[src/rtl/polytris_pkg.sv]
// Shared definitions for the Polytris scoring and level logic.
// Holds the line-clear point values, the top level, the level_tracker
// FSM state type and the clear-size to base-points lookup.
package polytris_pkg;

  localparam logic [10:0] PTS_SINGLE = 11'd40;
  localparam logic [10:0] PTS_DOUBLE = 11'd100;
  localparam logic [10:0] PTS_TRIPLE = 11'd300;
  localparam logic [10:0] PTS_TETRIS = 11'd1200;

  localparam logic [2:0]  LEVEL_MAX  = 3'd7;

  typedef enum logic [1:0] {
    IDLE = 2'd0,
    MUL  = 2'd1,
    LVL  = 2'd2
  } lt_state_t;

  // Base points for a clear of n rows; anything outside 1..4 scores nothing.
  function automatic logic [10:0] line_points(input logic [2:0] n);
    case (n)
      3'd1:    line_points = PTS_SINGLE;
      3'd2:    line_points = PTS_DOUBLE;
      3'd3:    line_points = PTS_TRIPLE;
      3'd4:    line_points = PTS_TETRIS;
      default: line_points = '0;
    endcase
  endfunction

endpackage

[src/rtl/score_sat_add.sv]
// Combinational saturating adder.
// Ports:
//   a, b : W-bit unsigned operands
//   sum  : a + b, clamped to all-ones on overflow
module score_sat_add #(
  parameter int unsigned W = 20
) (
  input  logic [W-1:0] a,
  input  logic [W-1:0] b,
  output logic [W-1:0] sum
);

  logic [W:0] full;

  always_comb begin
    full = {1'b0, a} + {1'b0, b};
    sum  = full[W] ? '1 : full[W-1:0];
  end

endmodule

[src/rtl/level_tracker.sv]
// Line-count / level / score tracker feeding the gravity tick generator.
// A clear report is scored by adding its base points (level+1) times in a
// small FSM (IDLE -> MUL -> LVL), then the line counters and level update.
//
// Ports:
//   CLK, RESET_N    : clock, synchronous active-low reset
//   start           : begin a new game at start_level (beats everything but reset)
//   start_level     : level loaded on start
//   game_over       : blocks new clears and soft-drop ticks
//   clear_valid     : one-cycle clear report, clear_lines rows (1..4 legal)
//   soft_drop_tick  : one pulse per soft-drop step
//   busy            : clear being processed, clear_valid dropped meanwhile
//   level           : current level 0..7
//   lines_total     : saturating total of rows cleared
//   score           : saturating score
//   level_up        : one-cycle pulse on level increment
//
// Build option: POLYTRIS_SOFT_DROP_BONUS_EN -- when defined, each soft-drop
// tick adds 1 to score (any state, unless game_over). Otherwise the tick
// input is ignored.
module level_tracker
  import polytris_pkg::*;
#(
  parameter int unsigned LINES_PER_LEVEL = 10,
  parameter int unsigned SCORE_W         = 20,
  parameter int unsigned LINES_W         = 10
) (
  input  logic               CLK,
  input  logic               RESET_N,
  input  logic               start,
  input  logic [2:0]         start_level,
  input  logic               game_over,
  input  logic               clear_valid,
  input  logic [2:0]         clear_lines,
  input  logic               soft_drop_tick,
  output logic               busy,
  output logic [2:0]         level,
  output logic [LINES_W-1:0] lines_total,
  output logic [SCORE_W-1:0] score,
  output logic               level_up
);

  // Wide enough for (LINES_PER_LEVEL-1) + 4 without overflow.
  localparam int unsigned       LIL_W = $clog2(LINES_PER_LEVEL + 8);
  localparam logic [LIL_W-1:0]  LPL_V = LIL_W'(LINES_PER_LEVEL);

  lt_state_t          state, state_next;
  logic [10:0]        base_q;
  logic [2:0]         size_q;
  logic [3:0]         reps_q;
  logic [LIL_W-1:0]   lines_in_level;

  logic               accept;
  logic               soft_add;
  logic [SCORE_W-1:0] score_inc, score_sum;
  logic [LINES_W-1:0] lines_sum;
  logic [LIL_W-1:0]   lil_sum, lil_next;
  logic               lil_wrap;

`ifdef POLYTRIS_SOFT_DROP_BONUS_EN
  assign soft_add = soft_drop_tick && !game_over;
`else
  logic unused_soft_drop_tick;
  assign unused_soft_drop_tick = soft_drop_tick;
  assign soft_add = 1'b0;
`endif

  always_comb begin
    accept = (state == IDLE) && clear_valid && !game_over &&
             (clear_lines >= 3'd1) && (clear_lines <= 3'd4);
    busy   = (state != IDLE);
  end

  // A soft tick landing on a MUL cycle is folded into the same add.
  always_comb begin
    score_inc = '0;
    if (state == MUL)
      score_inc = SCORE_W'(base_q);
    score_inc = score_inc + SCORE_W'(soft_add);
  end

  score_sat_add #(.W(SCORE_W)) u_score_add (
    .a   (score),
    .b   (score_inc),
    .sum (score_sum)
  );

  score_sat_add #(.W(LINES_W)) u_lines_add (
    .a   (lines_total),
    .b   (LINES_W'(size_q)),
    .sum (lines_sum)
  );

  // Level progress keeps the overshoot past the threshold, even at the top level.
  always_comb begin
    lil_sum  = lines_in_level + LIL_W'(size_q);
    lil_wrap = (lil_sum >= LPL_V);
    lil_next = lil_wrap ? (lil_sum - LPL_V) : lil_sum;
  end

  always_comb begin
    state_next = state;
    unique case (state)
      IDLE:    if (accept) state_next = MUL;
      MUL:     if (reps_q == 4'd1) state_next = LVL;
      LVL:     state_next = IDLE;
      default: state_next = IDLE;
    endcase
  end

  always_ff @(posedge CLK) begin
    if (!RESET_N) begin
      state          <= IDLE;
      base_q         <= '0;
      size_q         <= '0;
      reps_q         <= '0;
      lines_in_level <= '0;
      level          <= '0;
      lines_total    <= '0;
      score          <= '0;
      level_up       <= 1'b0;
    end else if (start) begin
      state          <= IDLE;
      lines_in_level <= '0;
      level          <= start_level;
      lines_total    <= '0;
      score          <= '0;
      level_up       <= 1'b0;
    end else begin
      state    <= state_next;
      level_up <= 1'b0;
      score    <= score_sum;

      if (accept) begin
        base_q <= line_points(clear_lines);
        size_q <= clear_lines;
        reps_q <= {1'b0, level} + 4'd1;
      end

      if (state == MUL)
        reps_q <= reps_q - 4'd1;

      if (state == LVL) begin
        lines_total    <= lines_sum;
        lines_in_level <= lil_next;
        if (lil_wrap && (level != LEVEL_MAX)) begin
          level    <= level + 3'd1;
          level_up <= 1'b1;
        end
      end
    end
  end

endmodule
[config.mk]
export PLATFORM = sky130hd
export DESIGN_NAME = level_tracker
export DESIGN_NICKNAME = d
export VERILOG_FILES = /design/src/rtl/polytris_pkg.sv /design/src/rtl/score_sat_add.sv /design/src/rtl/level_tracker.sv
export SDC_FILE = /design/constraint.sdc
export NUM_CORES = 1
export LEC_CHECK = 0
export ABC_AREA = 1
export ABC_CLOCK_PERIOD_IN_PS = 5850
export BUFFER_PORTS_ARGS = -buffer_cell sky130_fd_sc_hd__buf_2
export CORE_MARGIN = 5
export CORE_UTILIZATION = 25
export CTS_BUF_LIST = sky130_fd_sc_hd__clkbuf_16
export CTS_CLUSTER_DIAMETER = 50
export DETAILED_ROUTE_END_ITERATION = 8
export PLACE_DENSITY_LB_ADDON = 0.05
export REMOVE_ABC_BUFFERS = 1
export SLEW_MARGIN = 20
export SYNTH_ARGS = -nofsm -noshare
export SYNTH_HDL_FRONTEND = slang
export SYNTH_SLANG_ARGS = --single-unit
export TNS_END_PERCENT = 1
[constraint.sdc]
create_clock -name CLK -period 5.85 [get_ports CLK]
set_clock_uncertainty 0.15 [all_clocks]
set_input_delay 0.585 -clock CLK [delete_from_list [all_inputs] [get_ports CLK]]
set_output_delay 0.585 -clock CLK [all_outputs]
set_load 0.05 [all_outputs]
==> flow_summary.ini, run 1 <==
[global_route]
track_usage = 0.120
antenna_found_initial = 0
grt_max_degree = 22
grt_pass1_vias = 2887
grt_first_pass_wirelength_um = 14300
grt_overflow = 0

[synth]
synth-adder-area-share = 0.0823
synthesis.area_sq_um = 3160
synth_mux_area_frac = 0
synthXorXnorAreaFrac = 0.0415
synth.yosys.seq_area_share = 0.335
synth_compound_area_frac = 0.124
syn_inst = 474
avgSynthCellArea_sq_um = 6.67
synth_top_family_by_area = simple AND/OR/NAND/NOR gates
yosysUniqueCellTypes = 32
yosysWarnings = 0
synth-seq-cells = 53
synth-simple-area-share = 0.300

[timing]
finalMaxSlewViolations = 0
rsz0062_at_grt = no
period_minus_slack_ns = 2.99
finalSetupTns_ns = 0
clock.fmax_ghz = 0.334
worst_pin_slew_ns = 0.844
setup_viol = 0
final.period_utilization = 0.512
finalHoldViolations = 0
max_slew_margin = 0.437
whs_ns = 0.308

[worst_setup_path]
rr_worst_depth = 16
end_kind = flip-flop
path_class = reg -> reg
startpoint_type = flip-flop
crit_required_ns = 5.91
path_max_fanout = 12
arrival_ns = 3.05

[floorplanning]
dieArea_sq_um = 15000
rows = 41
core-area_sq_um = 12500
ios = 47
die_h_um = 122
chipWidth_um = 122
start_util = 0.253

[route]
vias = 2920
wl_per_cell_um = 11.9
drc = 0
drtIter0Drc = 162
ant_nets = 0
wirelength_um = 8250
firstDrtPassIters = 4
vias_per_cell = 4.22

[pwr]
pwr-share-seq = 0.492
p_int_uw = 581
peakVddDrop_v = 0.000101
finalPower_uw = 753
powerDensity_nw_per_um2 = 202
power_switching_uw = 173
combPwrFrac = 0.063
switching_share = 0.229
p_clk_frac = 0.445
p_leak_uw = 0.00183

[job]
drv_cap = 0

[cts]
cts_tree = yes
cts_buffer_depth = 2
cts_hold_buffers = 0
cts_inserted_buffers = 5
cts_max_level = 2
clk_latency_ns = 0.29
cts_sinks = 53
cts-root-buf = clkbuf_16
clk_pin_slew_worst_paths_ns = 0.07
cts_resized = 0
post_cts_buffers = 0

[worst_hold_path]
hold-path-cell-count = 2
min_path_type = reg -> reg

[layout]
diodes = 0
fin_area_sq_um = 3730
layout-drive-gt1-share = 0.117
instances_no_fill = 692
syn_to_final_growth_pct = 18.0
nets = 550

[placed_design]
gp_congestion = 0.774
placed_cell_area_sq_um = 3570
dp_cells = 684
hpwl_um = 6410
io_buffer_count = 45

[outcome]
outcome = finished clean
-- routing by layer --
metal | wire length [um] | GRT usage
met1 | 4270 | 0.164
met2 | 3610 | 0.193
met3 | 276 | 0.0258
met4 | 90 | 0.0294
met5 | 0 | 0
-- sequential cells by signal, summed over array words and instances, names as in the netlist --
name,flops
level,3
lines_total,10
score,19
reps_q,4
base_q,6
size_q,3
lines_in_level,5
state,2
level_up,1
-- power by group through the flow --
stage | clock [uW] | combinational [uW] | sequential, uW
2_1_floorplan | 0 | 27.6 | 382
3_3_place_gp | 0 | 48.8 | 379
3_5_place_dp | 0 | 48.5 | 379
4_1_cts | 354 | 48.8 | 371
5_1_grt | 367 | 55.2 | 371
6_report | 335 | 47.7 | 371
-- cell usage after synthesis (all sizes together) --
master | count | area (sq um)
clkbuf | 6 | 22.5
o21ai | 32 | 160
a21oi | 27 | 135
fa | 3 | 60.1
nor2 | 52 | 210
nand3 | 31 | 173
a211oi | 2 | 15.0
dfxtp | 53 | 1060
o211ai | 2 | 15.0
o21bai | 1 | 7.51
nor4 | 1 | 6.26
nor3b | 2 | 15.0
ha | 16 | 200
xnor2 | 5 | 43.8
nand4 | 5 | 31.3
nand3b | 4 | 30.0
and2 | 1 | 6.26
nand2 | 113 | 427
a221oi | 1 | 8.76
a21o | 1 | 7.51
or2 | 1 | 6.26
nor3 | 9 | 45.0
xor2 | 10 | 87.6
a31oi | 7 | 43.8
buf | 2 | 18.8
inv | 87 | 327
-- metrics by stage --
step	setup slack, ns	utilization
after floorplan	3.33	-
after global placement	2.87	0.285
after detailed placement	2.85	0.285
after CTS	2.80	0.298
after global routing	2.44	0.298
final	2.86	0.298
-- final cells by class --
type	count	area [sq um]
clock buffer	5	125
clock inverter	3	37.5
fill	1433	8780
inverter	87	327
multi-input combinational	326	1730
sequential	53	1060
tap	172	215
timing repair buffer	46	233
-- worst max-delay path, stage by stage (launching register included) --
cell	delay, ns
dfxtp_1	0.39
inv_2	0.08
nor2_4	0.18
inv_1	0.24
nor2_1	0.15
ha_1	0.19
inv_1	0.06
fa_1	0.42
nor2_1	0.13
nand3_1	0.08
nand2_1	0.13
nand2_1	0.06
nand2_1	0.11
nand2_1	0.09
nand2_1	0.14
nand3_1	0.14
a21oi_1	0.17
-- cell usage in the layout, fill, tap and decap left out, types with 3 or more instances in the layout --
cell type  instances
nand2_1          112
inv_1             85
dfxtp_1           53
nor2_1            50
buf_2             45
o21ai_0           32
nand3_1           29
a21oi_1           27
ha_1              16
xor2_1            10
nor3_1             9
a31oi_1            7
xnor2_1            5
nand4_1            5
clkbuf_16          5
nand3b_1           4
inv_2              3
fa_1               3
-- worst paths after layout --
path                  start         to  slack, ns
hold / removal    base_q[3]  base_q[3]       0.31
setup / recovery   state[0]  score[12]       2.86
hold reg to reg   base_q[3]  base_q[3]       0.31
setup reg to reg   state[0]  score[12]       2.86
-- cell families (layout without fill, tap and decap cells) --
group / count (synthesis) / in the layout
flops: 53 / 53
compound gates: 73 / 73
xor+xnor: 15 / 15
simple gates: 219 / 219
fa+ha+maj: 19 / 19
buf+inv: 95 / 141
Power figures use the tool's default switching activity.
==> inputs of run 2 (changes only) <==
- ABC_CLOCK_PERIOD_IN_PS: 5850 -> 3030
- clock period: 5.85 -> 3.03 ns (I/O delays scaled with it)
==> run 2 against run 1 <==
Compared with the run above: via count is 3.2% higher; power is 110% higher; global-route usage is 0.21 points higher; die area stayed put; sequential share of layout area is 0.43 points lower; hold slack worse by 0.14 ns; worst setup slack worse by 2.5 ns; first-iteration DRC count is 19% lower.
==> flow_summary.ini, run 2 (same netlist as run 1, synthesis figures left out) <==
[route]
firstDrtPassIters = 4
ant_nets = 0
vias_per_cell = 4.33
vias = 3014
drc = 0
wirelength_um = 8420
wl_per_cell_um = 12.1
drtIter0Drc = 132

[placed_design]
hpwl_um = 6440
gp_congestion = 0.818
io_buffer_count = 45

[worst_setup_path]
r2r-end = score[11]
crit_required_ns = 3.11
crit_start = state[0]
slowest_delay_ns = 0.42
crit_buf_inv = 3
cp_slowest_cell = fa_1
crit_cells = 16
crit_family = simple AND/OR/NAND/NOR gates
path_class = reg -> reg
crit_top_cell = nand2_1
worstPathCellList = inv_2 > nor2_4 > inv_1 > nor2_1 > ha_1 > inv_1 > fa_1 > nor2_1 > nand3_1 > nand2_1 > nand2_1 > nand2_1 > nand2_1 > nand2_1 > nand3_1 > a21oi_1
endpoint = score[11]
arrival_ns = 2.73
end_kind = flip-flop
rr_worst_depth = 16
startpoint_type = flip-flop
path_max_fanout = 4
ff2ff_setup_slack_ns = 0.38
r2r_start = state[0]

[layout]
nets = 554
regMostFlops = score
mostFrequentLayoutCell = nand2_1
final_util = 0.303
layout-drive-gt1-share = 0.128
largest_register_ff_count = 19
reg.largest.list = score x19, lines_total x10, base_q x6
diodes = 0
syn_to_final_growth_pct = 19.8
mostFrequentLayoutCells = nand2_1 (112), inv_1 (84), dfxtp_1 (53), nor2_1 (50), buf_2 (45)

[timing]
rsz0062_at_grt = no
clock.fmax_ghz = 0.377
period_minus_slack_ns = 2.65
max_slew_margin = 0.393
finalMaxSlewViolations = 0
worst_pin_slew_ns = 0.909
finalHoldViolations = 0
finalSetupTns_ns = 0
setup_viol = 0
final.period_utilization = 0.876

[floorplanning]
die_h_um = 122
ios = 47
core-area_sq_um = 12500
rows = 41
start_util = 0.253
chipWidth_um = 122
dieArea_sq_um = 15000

[pwr]
powerDensity_nw_per_um2 = 413
p_leak_uw = 0.00186
peakVddDrop_v = 0.000249

[cts]
cts_inserted_buffers = 5
cts-root-buf = clkbuf_16
cts_buffer_depth = 2
clk_latency_ns = 0.30
cts_max_level = 2
cts_tree = yes
cts_sinks = 53
post_cts_buffers = 0
clk_pin_slew_worst_paths_ns = 0.07
cts_hold_buffers = 0
cts_resized = 0

[global_route]
grt_overflow = 0
track_usage = 0.122
antenna_found_initial = 0
grt_max_degree = 22
grt_pass1_vias = 2911
grt_first_pass_wirelength_um = 14300

[job]
drv_cap = 0

[outcome]
outcome = finished clean

[worst_hold_path]
min_path_type = in -> reg
## run 2: cell count changes in the layout (fill, tap and decap cells not counted), sizes merged
cell    before  now
bufinv       1    2
inv         88   87
buf         46   50
## run 2: how the worst min path moves through the flow
stage / from / end / slack (ns) / cells after the start
after floorplan: base_q[2] / base_q[2] / 0.28 / 2
after detailed placement: base_q[3] / base_q[3] / 0.30 / 2
final: clear_lines[1] / base_q[8] / 0.17 / 3
after global placement: base_q[3] / base_q[3] / 0.30 / 2
after global routing: RESET_N / reps_q[3] / 0.19 / 3
after CTS: RESET_N / reps_q[3] / 0.15 / 3
## run 2: metal layers
layer  GRT usage  up-vias  wire length [um]
met3      0.0258        8               363
met5           0        -                 0
met4      0.0504        0               152
met2       0.190       54              3670
li1            -     1599                 -
met1       0.163     1353              4230
## run 2: worst min-delay path, delay by kind of cell
kind,cells,cell delay (ns)
buf+inv,1,0.12
compound gates,1,0.05
simple gates,1,0.10
## run 2: cell type report
| class | count | area (sq um) |
|---|---|---|
| inverter | 87 | 327 |
| clock buffer | 5 | 125 |
| sequential | 53 | 1060 |
| clock inverter | 3 | 65.1 |
| fill | 1438 | 8730 |
| tap | 172 | 215 |
| timing repair buffer | 50 | 263 |
| multi-input combinational | 326 | 1730 |
## run 2: where the power goes
part / internal (uW) / switching (uW) / leakage, uW
Combinational: 30.9 / 63.8 / 0.00133
Sequential: 707 / 8.67 / 0.000428
Clock: 473 / 284 / 0.0000938
Total: 1210 / 356 / 0.00186
## run 2: stage by stage
stage               std cells  area, sq um  worst slack [ns]  total power, uW  hold WS (ns)
finish                    696         3790             0.376             1570         0.170
global route              696         3790           0.00942             1650         0.189
CTS                       696         3790             0.338             1600         0.152
detailed placement        688         3600             0.358              828         0.302
global placement          688         3600             0.395              827         0.296
floorplan                 466         3120             0.514              792         0.282
==> inputs of run 3 (changes only) <==
==> constraint.sdc (replaced) <==
create_clock -name CLK -period 3.03 [get_ports CLK]
set_clock_uncertainty 0.15 [all_clocks]
set_input_delay 0.606 -clock CLK [delete_from_list [all_inputs] [get_ports CLK]]
set_output_delay 0.606 -clock CLK [all_outputs]
set_load 0.05 [all_outputs]
==> run 3 against run 2 <==
Compared with the run above: cell area shrank 1.5%; first-iteration DRC count grew 22%; core utilization fell by 0.46 points; fmax down 1.1%; power fell by 11%; count of clock-buffer cells in the layout did not move; critical endpoint is now score[12]; largest cell class unchanged; highest routed layer unchanged.
==> flow_summary.ini, run 3 (same netlist as run 1, synthesis figures left out) <==
[timing]
max_slew_margin = 0.418
final.period_utilization = 0.886
whs_ns = 0.302
setup_viol = 0
finalSetupTns_ns = 0
worst_pin_slew_ns = 0.873
clock.fmax_ghz = 0.372
finalMaxSlewViolations = 0
period_minus_slack_ns = 2.68
rsz0062_at_grt = no
finalHoldViolations = 0

[cts]
cts_tree = yes
cts_max_level = 2
cts_buffer_depth = 2
cts_sinks = 53
cts_inserted_buffers = 5
post_cts_buffers = 0
clk_pin_slew_worst_paths_ns = 0.07
cts_hold_buffers = 0
cts-root-buf = clkbuf_16
cts_resized = 0
clk_latency_ns = 0.30

[layout]
instances_no_fill = 695
syn_to_final_growth_pct = 18.0
mostFrequentLayoutCell = nand2_1
layout-drive-gt1-share = 0.122
mostFrequentLayoutCells = nand2_1 (112), inv_1 (86), dfxtp_1 (53), nor2_1 (50), buf_2 (45)
regMostFlops = score
largest_register_ff_count = 19
diodes = 0
nets = 553
reg.largest.list = score x19, lines_total x10, base_q x6

[route]
drc = 0
wl_per_cell_um = 12.1
wirelength_um = 8440
vias_per_cell = 4.29
drtIter0Drc = 161
ant_nets = 0
firstDrtPassIters = 7
vias = 2984

[outcome]
outcome = finished clean

[placed_design]
dp_cells = 687
io_buffer_count = 45
hpwl_um = 6460
gp_congestion = 0.800

[worst_setup_path]
end_kind = flip-flop
path_max_fanout = 4
arrival_ns = 2.76
crit_required_ns = 3.11
startpoint_type = flip-flop
ff2ff_setup_slack_ns = 0.35
path_class = reg -> reg

[pwr]
powerDensity_nw_per_um2 = 373
finalPower_uw = 1390
p_int_uw = 1040
switching_share = 0.253
power_switching_uw = 351
p_leak_uw = 0.00183
pwr-share-seq = 0.515
p_clk_frac = 0.418
combPwrFrac = 0.068
peakVddDrop_v = 0.000161

[floorplanning]
die_h_um = 122
core-area_sq_um = 12500
chipWidth_um = 122
ios = 47
dieArea_sq_um = 15000
start_util = 0.253
rows = 41

[worst_hold_path]
min_path_type = reg -> reg

[global_route]
grt_pass1_vias = 2808
antenna_found_initial = 0
track_usage = 0.120
grt_overflow = 0
grt_max_degree = 22
grt_first_pass_wirelength_um = 13900

[job]
drv_cap = 0
## run 3: changes by cell type in the layout (fill, tap and decap cells not counted)
cell	change
buf_4	-1
bufinv_16	-2
clkinv_2	-1
clkinvlp_4	+1
inv_1	+2
## run 3: critical path, stage by stage, from the launching register on
cell and delay [ns]:
dfxtp_1 0.40, inv_2 0.08, nor2_4 0.08, inv_1 0.08
nor2_1 0.11, ha_1 0.18, inv_1 0.05, fa_1 0.41
nor2_1 0.13, nand3_1 0.08, nand2_1 0.14, nand2_1 0.07
nand2_1 0.11, nand2_1 0.09, nand2_1 0.14, nand3_1 0.14
a21oi_1 0.16
## run 3: path summary, 6_finish.rpt
| kind | start | to | cells past startpoint |
|---|---|---|---|
| worst max-delay path | state[0] | score[12] | 16 |
| worst min-delay path | base_q[3] | base_q[3] | 2 |
| worst max register to register | state[0] | score[12] | 16 |
| worst min register to register | base_q[3] | base_q[3] | 2 |
## run 3: metrics by stage
step | worst slack, ns | area (sq um) | utilization
detailed placement | 0.333 | 3590 | 0.287
global route | 0.0204 | 3730 | 0.298
floorplan | 0.514 | 3120 | -
CTS | 0.302 | 3730 | 0.298
global placement | 0.382 | 3590 | 0.287
finish | 0.345 | 3730 | 0.298
## run 3: layer usage
metal | up-vias | part of all wire | GRT usage | routed length [um]
li1 | 1599 | - | - | -
met1 | 1333 | 0.51 | 0.159 | 4280
met2 | 45 | 0.44 | 0.189 | 3690
met3 | 7 | 0.042 | 0.0313 | 355
met4 | 0 | 0.014 | 0.0399 | 121
met5 | - | 0 | 0 | 0
## run 3: final cells by class
cell class / instances / area, sq um
Multi-Input combinational cell: 326 / 1730
Tap cell: 172 / 215
Inverter: 87 / 327
Clock buffer: 5 / 125
Timing Repair Buffer: 49 / 255
Fill cell: 1445 / 8780
Sequential cell: 53 / 1060
Clock inverter: 3 / 15.0
## run 3: power groups by stage
stage               Combinational (uW)  Sequential (uW)  Clock [uW]
finish                            94.0              716         581
global route                       108              717         643
CTS                               96.4              716         617
detailed placement                95.8              732           0
global placement                  95.6              732           0
floorplan                         53.3              738           0
